### config.mk
export PLATFORM = sky130hd
export DESIGN_NAME = mul8_frame_acc_flat
export DESIGN_NICKNAME = d
export VERILOG_FILES = /design/src/rtl/mul8_frame_acc_if.sv /design/src/rtl/mul8_frame_acc.sv /design/src/flat_wrapper.sv
export SDC_FILE = /design/constraint.sdc
export NUM_CORES = 1
export LEC_CHECK = 0
export ABC_AREA = 0
export CAP_MARGIN = 5
export CORE_ASPECT_RATIO = 0.6
export CORE_UTILIZATION = 56
export DETAILED_ROUTE_END_ITERATION = 8
export GPL_ROUTABILITY_DRIVEN = 0
export PLACE_DENSITY = 0.84
export SYNTH_ARGS = -nofsm -noshare
export SYNTH_HDL_FRONTEND = slang
export SYNTH_SLANG_ARGS = --single-unit
### constraint.sdc
create_clock -name clk -period 4.68 [get_ports clk]
set_input_delay 0.936 -clock clk [delete_from_list [all_inputs] [get_ports clk]]
set_output_delay 0.936 -clock clk [all_outputs]
set_load 0.05 [all_outputs]
### src/rtl/mul8_frame_acc_if.sv
// Operand-in and frame-result valid/ready channels of mul8_frame_acc.
// CNT_W must match the module's derived $clog2(MAX_TERMS+1).
interface mul8_frame_acc_if #(
    parameter int unsigned ACC_W = 24,
    parameter int unsigned CNT_W = 9
);
    logic             in_valid;
    logic             in_ready;
    logic [7:0]       in_a;
    logic [7:0]       in_b;
    logic             in_last;
    logic             out_valid;
    logic             out_ready;
    logic [ACC_W-1:0] out_sum;
    logic [CNT_W-1:0] out_count;
    logic             out_ovf;

    modport master (
        output in_valid, in_a, in_b, in_last, out_ready,
        input  in_ready, out_valid, out_sum, out_count, out_ovf
    );

    modport slave (
        input  in_valid, in_a, in_b, in_last, out_ready,
        output in_ready, out_valid, out_sum, out_count, out_ovf
    );
endinterface

### src/rtl/mul8_frame_acc.sv
// Frame MAC stage around a combinational 8x8 multiplier: registers operands, accumulates
// products per frame, emits one sum per frame. Define ACC_SAT_EN for saturating sums.
module mul8_frame_acc #(
    parameter int unsigned ACC_W     = 24,
    parameter int unsigned MAX_TERMS = 256
) (
    input  logic            clk,
    input  logic            rst_n,
    mul8_frame_acc_if.slave bus,
    output logic [7:0]      mul_a,
    output logic [7:0]      mul_b,
    input  logic [15:0]     mul_o
);
    localparam int unsigned CNT_W = $clog2(MAX_TERMS + 1);

    typedef enum logic {ACC, HOLD} state_t;

    state_t           state;
    logic [ACC_W-1:0] acc;
    logic [CNT_W-1:0] cnt;
    logic             p1_valid;
    logic             p1_last;
    logic             out_valid_q;
    logic [ACC_W-1:0] out_sum_q;
    logic [CNT_W-1:0] out_count_q;
    logic             in_ready_w;
    logic             accept;
    logic             last_next;
    logic [ACC_W-1:0] acc_next;

    // A closing pair in stage 1 blocks intake so frames never overlap.
    assign in_ready_w = rst_n && (state == ACC) && !(p1_valid && p1_last);
    assign accept     = bus.in_valid && in_ready_w;
    assign last_next  = bus.in_last ||
                        ((cnt + CNT_W'(p1_valid)) == CNT_W'(MAX_TERMS - 1));

    assign bus.in_ready  = in_ready_w;
    assign bus.out_valid = out_valid_q;
    assign bus.out_sum   = out_sum_q;
    assign bus.out_count = out_count_q;

`ifdef ACC_SAT_EN
    logic [ACC_W:0] sum_wide;
    logic           ovf_step;
    logic           frame_ovf;
    logic           out_ovf_q;

    always_comb begin
        sum_wide = {1'b0, acc} + {1'b0, ACC_W'(mul_o)};
        ovf_step = sum_wide[ACC_W];
        acc_next = ovf_step ? '1 : sum_wide[ACC_W-1:0];
    end

    assign bus.out_ovf = out_ovf_q;
`else
    assign acc_next    = acc + ACC_W'(mul_o);
    assign bus.out_ovf = 1'b0;
`endif

    always_ff @(posedge clk or negedge rst_n) begin
        if (!rst_n) begin
            state       <= ACC;
            acc         <= '0;
            cnt         <= '0;
            mul_a       <= '0;
            mul_b       <= '0;
            p1_valid    <= 1'b0;
            p1_last     <= 1'b0;
            out_valid_q <= 1'b0;
            out_sum_q   <= '0;
            out_count_q <= '0;
`ifdef ACC_SAT_EN
            frame_ovf   <= 1'b0;
            out_ovf_q   <= 1'b0;
`endif
        end else begin
            p1_valid <= accept;
            if (accept) begin
                mul_a   <= bus.in_a;
                mul_b   <= bus.in_b;
                p1_last <= last_next;
            end

            case (state)
                ACC: begin
                    if (p1_valid) begin
                        acc <= acc_next;
                        cnt <= cnt + 1'b1;
`ifdef ACC_SAT_EN
                        frame_ovf <= frame_ovf | ovf_step;
`endif
                        if (p1_last) begin
                            out_sum_q   <= acc_next;
                            out_count_q <= cnt + 1'b1;
                            out_valid_q <= 1'b1;
`ifdef ACC_SAT_EN
                            out_ovf_q   <= frame_ovf | ovf_step;
`endif
                            state       <= HOLD;
                        end
                    end
                end
                HOLD: begin
                    if (bus.out_ready) begin
                        out_valid_q <= 1'b0;
                        acc         <= '0;
                        cnt         <= '0;
`ifdef ACC_SAT_EN
                        frame_ovf   <= 1'b0;
                        out_ovf_q   <= 1'b0;
`endif
                        state       <= ACC;
                    end
                end
            endcase
        end
    end
endmodule
### src/flat_wrapper.sv
// flat-port wrapper written by rule: the top's interface ports become plain ports
module mul8_frame_acc_flat 
#(
    parameter int unsigned ACC_W     = 24,
    parameter int unsigned MAX_TERMS = 256
)
  (clk, rst_n, mul_a, mul_b, mul_o, bus_in_valid, bus_in_a, bus_in_b, bus_in_last, bus_out_ready, bus_in_ready, bus_out_valid, bus_out_sum, bus_out_count, bus_out_ovf);
  mul8_frame_acc_if #(.ACC_W(ACC_W)) bus_i ();
  input  logic clk;
  input  logic rst_n;
  output logic [7:0] mul_a;
  output logic [7:0] mul_b;
  input  logic [15:0] mul_o;
  input wire logic [$bits(bus_i.in_valid)-1:0] bus_in_valid;
  input wire logic [$bits(bus_i.in_a)-1:0] bus_in_a;
  input wire logic [$bits(bus_i.in_b)-1:0] bus_in_b;
  input wire logic [$bits(bus_i.in_last)-1:0] bus_in_last;
  input wire logic [$bits(bus_i.out_ready)-1:0] bus_out_ready;
  output wire logic [$bits(bus_i.in_ready)-1:0] bus_in_ready;
  output wire logic [$bits(bus_i.out_valid)-1:0] bus_out_valid;
  output wire logic [$bits(bus_i.out_sum)-1:0] bus_out_sum;
  output wire logic [$bits(bus_i.out_count)-1:0] bus_out_count;
  output wire logic [$bits(bus_i.out_ovf)-1:0] bus_out_ovf;
  assign bus_i.in_valid = bus_in_valid;
  assign bus_i.in_a = bus_in_a;
  assign bus_i.in_b = bus_in_b;
  assign bus_i.in_last = bus_in_last;
  assign bus_i.out_ready = bus_out_ready;
  assign bus_in_ready = bus_i.in_ready;
  assign bus_out_valid = bus_i.out_valid;
  assign bus_out_sum = bus_i.out_sum;
  assign bus_out_count = bus_i.out_count;
  assign bus_out_ovf = bus_i.out_ovf;
  mul8_frame_acc #(.ACC_W(ACC_W), .MAX_TERMS(MAX_TERMS)) u_core (.clk(clk), .rst_n(rst_n), .bus(bus_i), .mul_a(mul_a), .mul_b(mul_b), .mul_o(mul_o));
endmodule
Word-level counts from Yosys, hierarchy flattened
Cells that the tools add are included.
Widths: inputs -> output; s select.
- bits in registers: 86
- latch bits: 0
- RAM bits: 0
- memory bits (read-only): 0
- input port bits: 37
- output and inout bits: 52
- word-level logic and storage cells: 41
- memories: 0
- $add $sub $neg: 3
- $mul: 0
- div/mod/pow operators: 0
- $lt $le $gt $ge: 0
- equality and inequality tests: 4
- shift-type cells: 0
- mux-type cells: 14
- bitwise logic cells: 1
- reduce and logical (&&, ||, !) cells: 9
- operators by type and width (cell ; count):
    $mux 24 ; 2
    $pmux 24 s2 ; 1
    $add 24x16->24 ; 1
    $mux 9 ; 2
    $pmux 9 s2 ; 1
    $add 9x1->9 ; 1
    $add 9x1->9 const B ; 1
    $eq 9x8->1 const B ; 1
    $mux 1 ; 6
    $reduce_and 3->1 ; 2
    $logic_and 1x1->1 ; 4
    $ne 2x1->1 const B ; 2
    $pmux 1 s2 ; 2
    $ne 2x2->1 const B ; 1
    $reduce_and 2->1 ; 1
    $logic_not 1->1 ; 1
    $logic_or 1x1->1 ; 1
    $not 1->1 ; 1

Longest topological paths before layout
- depth after elaboration: 4
- mapped depth: 10
- mapped depth without buffers: 10

Worst setup path after synthesis
Ideal clock, no wire load.
- path type: input-to-reg
- start point: input mul_o[9]
- end point: register u_core.out_sum_q[22] (netlist: u_core.bus.out_sum[22])
- setup time: 129 ps
- arrival: 2722 ps
- required time: 4551 ps
- slack: 1829 ps
- cell stages on the path: 8
- buffers on the path: 0
- cell sequence: ha_1 -> a21oi_1 -> o21ai_0 -> a311oi_1 -> nand4_2 -> or3_1 -> o311ai_0 -> o21ai_1
- cells in the longest elaborated chain, start to end: 1
- ends and longest elaborated chain (what ; RTL line ; source):
    start: declaration ; flat_wrapper.sv:13 ; input logic [15:0] mul_o;
    $add 24x16->24 ; mul8_frame_acc.sv:56 ; assign acc_next = acc + ACC_W'(mul_o);
    end signal: assignment ; mul8_frame_acc.sv:93 ; out_sum_q <= acc_next;
    end: declaration ; mul8_frame_acc.sv:24 ; logic [ACC_W-1:0] out_sum_q;
Every way passes these cells.
A chain may end at the register's enable or synchronous reset.

Worst setup path in the final report
- start point: input rst_n
- end point: output bus_in_ready
- cells in the longest elaborated chain, start to end: 2
- ends and longest elaborated chain (what ; RTL line ; source):
    start: declaration ; flat_wrapper.sv:10 ; input logic rst_n;
    $logic_and 1x1->1 (2 in a row) ; mul8_frame_acc.sv:32 ; assign in_ready_w = rst_n && (state == ACC) && !(p1_valid && p1_last);
    end: declaration ; flat_wrapper.sv:19 ; output wire logic [$bits(bus_i.in_ready)-1:0] bus_in_ready;
Every way passes these cells.

==> summary.md <==
| Metric | Value |
|---|---|
| Total gr overflow | `0` |
| Slowest stage delay, CP | `slightly above 800 ps` |
| Crit-path max FO | `41` |
| Post-Syn Instances | `489` |
| Layout Skew | `5.72 ps` |
| Clk_lat worst skew | `around 340 ps` |
| Io pins | `89` |
| Pwr per Cell Area | `658 mW/mm^2` |
| Post-synth cell types | `52` |
| Worst hold path type | `flop to flop` |
| Min Clock Period, post-route | `about 3400 ps` |
| # diodes | `0` |
| Fin. Hold Viols | `0` |
| Reg clk slew, reported paths | `60 ps` |
| First-pass GRT wire length | `18700 um` |
| Setup slack, reg-to-reg | `~2000 ps` |
| CP Buf/Inv Count | `2` |
| Cell depth of the worst flop-to-flop path | `8` |
| Slew Limit Fails | `0` |
| Worst setup startpoint | `rst_n` |
| CTS Buf Count | `9` |
| Tcrit/Tclk final | `0.722` |
| Post-CTS sizing | `0` |
| Unrepaired setup endpoints after global routing | `no` |
| Fill count | `around 600` |
| Crit path capture type | `output port` |
| Post-DP Area | `0.00552 mm^2` |
| Final std cell area, no fill | `between 0.005 and 0.006 mm^2` |
| Worst Setup Start Kind | `input port` |
| Synth top cells by count | `88 x nand2_1, 86 x dfrtp_1, 68 x o21ai_0, 21 x nor2_1` |
| Global Route Usage Sum | `0.280` |
| Gr busiest metal | `met2` |
| CP endpoint | `bus_in_ready` |
| Met1 Track Usage GR | `0.401` |
| Initial Util | `0.582` |
| Via Count | `between 3000 and 4000` |
| Routed WL | `11300 um` |
| Routed Antenna Nets | `0` |
| Average size of a mapped cell | `9.41 um^2` |
| Synth Register Bits | `86` |
| Fmax | `0.296 GHz` |
| Levels on crit path | `3` |
| Outcome | `complete, no violations` |
| Layout cells sized above 1 | `0.0741` |
| Die area | `between 0.008 and 0.009 mm^2` |
| Critical Path Slowest Stage Cell | `clkdlybuf4s50_1` |
| Tightest Pin Transition | `about 1100 ps` |
| IR drop worst, VDD | `0.453 mV` |
| Starting DRT DRC Count | `a little under 400` |
| Die H | `72.2 um` |
| Post-synth EDFFs | `0` |
| RR Startpoint | `u_core.acc[9]` |
| Max-Slew Margin vs Limit | `0.278` |
| Most common cell in the synthesized netlist | `nand2_1` |
| H-tree Lvls | `3` |
| Core Rows | `25` |
| Util after Layout | `0.734` |
| Routing usage on met2 | `0.426` |
| DRC viols | `0` |
| Initial antenna violation count | `0` |
| Met3 GRT Util | `0.0747` |
| CP cell instances | `buf_4 -> and3_1 -> clkdlybuf4s50_1` |
| Worst Path Required | `roughly 3700 ps` |
| Synth Warn # | `0` |
| Dominant cell type by area after synthesis | `dfrtp_1` |
| Worst EP arrival | `about 2400 ps` |
| Post-CTS Setup Bufs | `0` |
| Num Clock Sinks | `between 80 and 90` |
| WS Path Type | `input port to output port` |
| Wire length per cell | `16.7 um` |
| Top FF cell, synth | `dfrtp_1` |
| Die X | `119 um` |
| Min-Delay Path Depth | `2` |
| Initial DRT Pass Iterations | `7` |
| Clock buffer depth | `2` |
| Post-DP HPWL | `7890 um` |
| MaxCap Viol Count | `0` |
| Register area share after synthesis | `0.468` |
| Syn_nets | `546` |
| Fin Setup TNS | `0 ps` |
| Vias in the first global route | `between 3000 and 4000` |
| Synth area leaders | `dfrtp_1 47%, o21ai_0 7.4%, nand2_1 7.2%, ha_1 5.2%, mux2_2 3.9%` |
| # nets final | `620` |
| CTS Hold Bufs | `0` |
| Largest net degree at the start of global routing | `66` |
| Root Buffer | `clkbuf_16` |
| CP top delay family | `buffers and inverters` |
| Core area | `0.00791 mm^2` |
| Leakage | `0.00247 uW` |
| Number of failing setup endpoints in the final timing report | `0` |
| Synth async-reset ratio | `1.00` |
| Critical R2R Capture | `u_core.bus.out_sum[22]` |
| Cell Area, Synth | `between 0.004 and 0.005 mm^2` |
| Port Buffers | `87` |
| DR vias/cell | `slightly below 6` |
| Area grow syn2layout | `26.1%` |
| CTS tree | `yes` |
| Share of the synthesized area in the top cell type | `0.468` |
[worst min-delay path: cells and delay by family (launching register included)]
kind | cells | cell delay (ps)
AO/OA/AOI/OAI | 1 | 60
flip-flops | 1 | 340
AND/OR/NAND/NOR | 1 | 40
[cells by family after synthesis]
| logic type | after synthesis | share of synthesized area |
|---|---|---|
| and+or+nand+nor | 167 | 0.167 |
| muxes | 18 | 0.0435 |
| xor gates and xnor gates | 24 | 0.0457 |
| AOI/OAI and AO/OA | 136 | 0.188 |
| buffers and inverters | 37 | 0.0323 |
| other | 1 | 0.000815 |
| DFF | 86 | 0.468 |
| adders and majority gates | 20 | 0.0560 |
[per-layer routing]
metal  vias up  routed length [um]
met2       154                5080
li1       1886                   -
met3        11                 727
met1      1910                5350
met4         0                 105
met5         -                   0
[state kept, by name (all words and copies together), names as in the netlist]
register,cells
u_core.p1_last,1
u_core.cnt,9
u_core.bus.out_valid,1
u_core.bus.out_sum,24
u_core.bus.out_count,9
u_core.state,1
u_core.mul_a,8
u_core.acc,24
u_core.p1_valid,1
u_core.mul_b,8
[worst min path at each step]
stage / end / slack, ps / start
2_1_floorplan: u_core.acc[10] / 450 / u_core.acc[10]
3_3_place_gp: u_core.bus.out_sum[19] / 460 / u_core.bus.out_sum[19]
3_5_place_dp: u_core.bus.out_sum[19] / 470 / u_core.bus.out_sum[19]
4_1_cts: u_core.bus.out_sum[10] / 480 / u_core.bus.out_sum[10]
5_1_grt: u_core.acc[12] / 510 / u_core.acc[12]
6_report: u_core.bus.out_sum[19] / 480 / u_core.bus.out_sum[19]
[power by group]
group,internal [uW],leakage [uW],switching [uW]
clock,410,0.000139,279
sequential,1000,0.00110,192
combinational,680,0.00123,1260
total,2090,0.00247,1730
[metrics by stage]
stage / cells / hold WS (ps) / worst slack, ps / total power [uW]
after floorplan: 489 / 454 / 1830 / 2500
after global placement: 660 / 460 / 1210 / 3040
after detailed placement: 660 / 469 / 1070 / 3110
after CTS: 675 / 483 / 1260 / 3820
after global routing: 675 / 513 / 1160 / 4030
final: 675 / 475 / 1300 / 3820
[final cells by class]
type / count / area [um^2] / share of cell area
Clock buffer: 11 / 233 / 0.0401
Clock inverter: 4 / 48.8 / 0.00841
Multi-Input combinational cell: 366 / 2310 / 0.398
Tap cell: 108 / 135 / 0.0233
Timing Repair Buffer: 90 / 891 / 0.153
Inverter: 10 / 37.5 / 0.00647
Sequential cell: 86 / 2150 / 0.371
[placed cells by master, fill, tap and decap left out, types with 3 or more instances in the layout]
master | netlist | final
xor2_1 | 9 | 9
buf_4 | 1 | 4
o211ai_1 | 3 | 3
a211o_1 | 3 | 3
nand3_1 | 13 | 13
clkbuf_16 | 0 | 9
nor2b_1 | 4 | 4
a21o_1 | 7 | 7
o311ai_0 | 4 | 4
inv_1 | 10 | 10
ha_1 | 19 | 19
a21oi_1 | 16 | 15
a31oi_1 | 4 | 4
nor2_1 | 21 | 21
nand2_1 | 88 | 87
nand4_1 | 6 | 6
and2_1 | 9 | 9
xnor2_1 | 15 | 15
mux2_2 | 16 | 16
and3_1 | 6 | 6
dfrtp_1 | 86 | 86
or3_1 | 6 | 6
o21ai_0 | 68 | 68
clkdlybuf4s50_1 | 0 | 86
nor3_1 | 6 | 6
o31ai_1 | 5 | 5
Note: power is estimated with default switching activity, not from simulation.
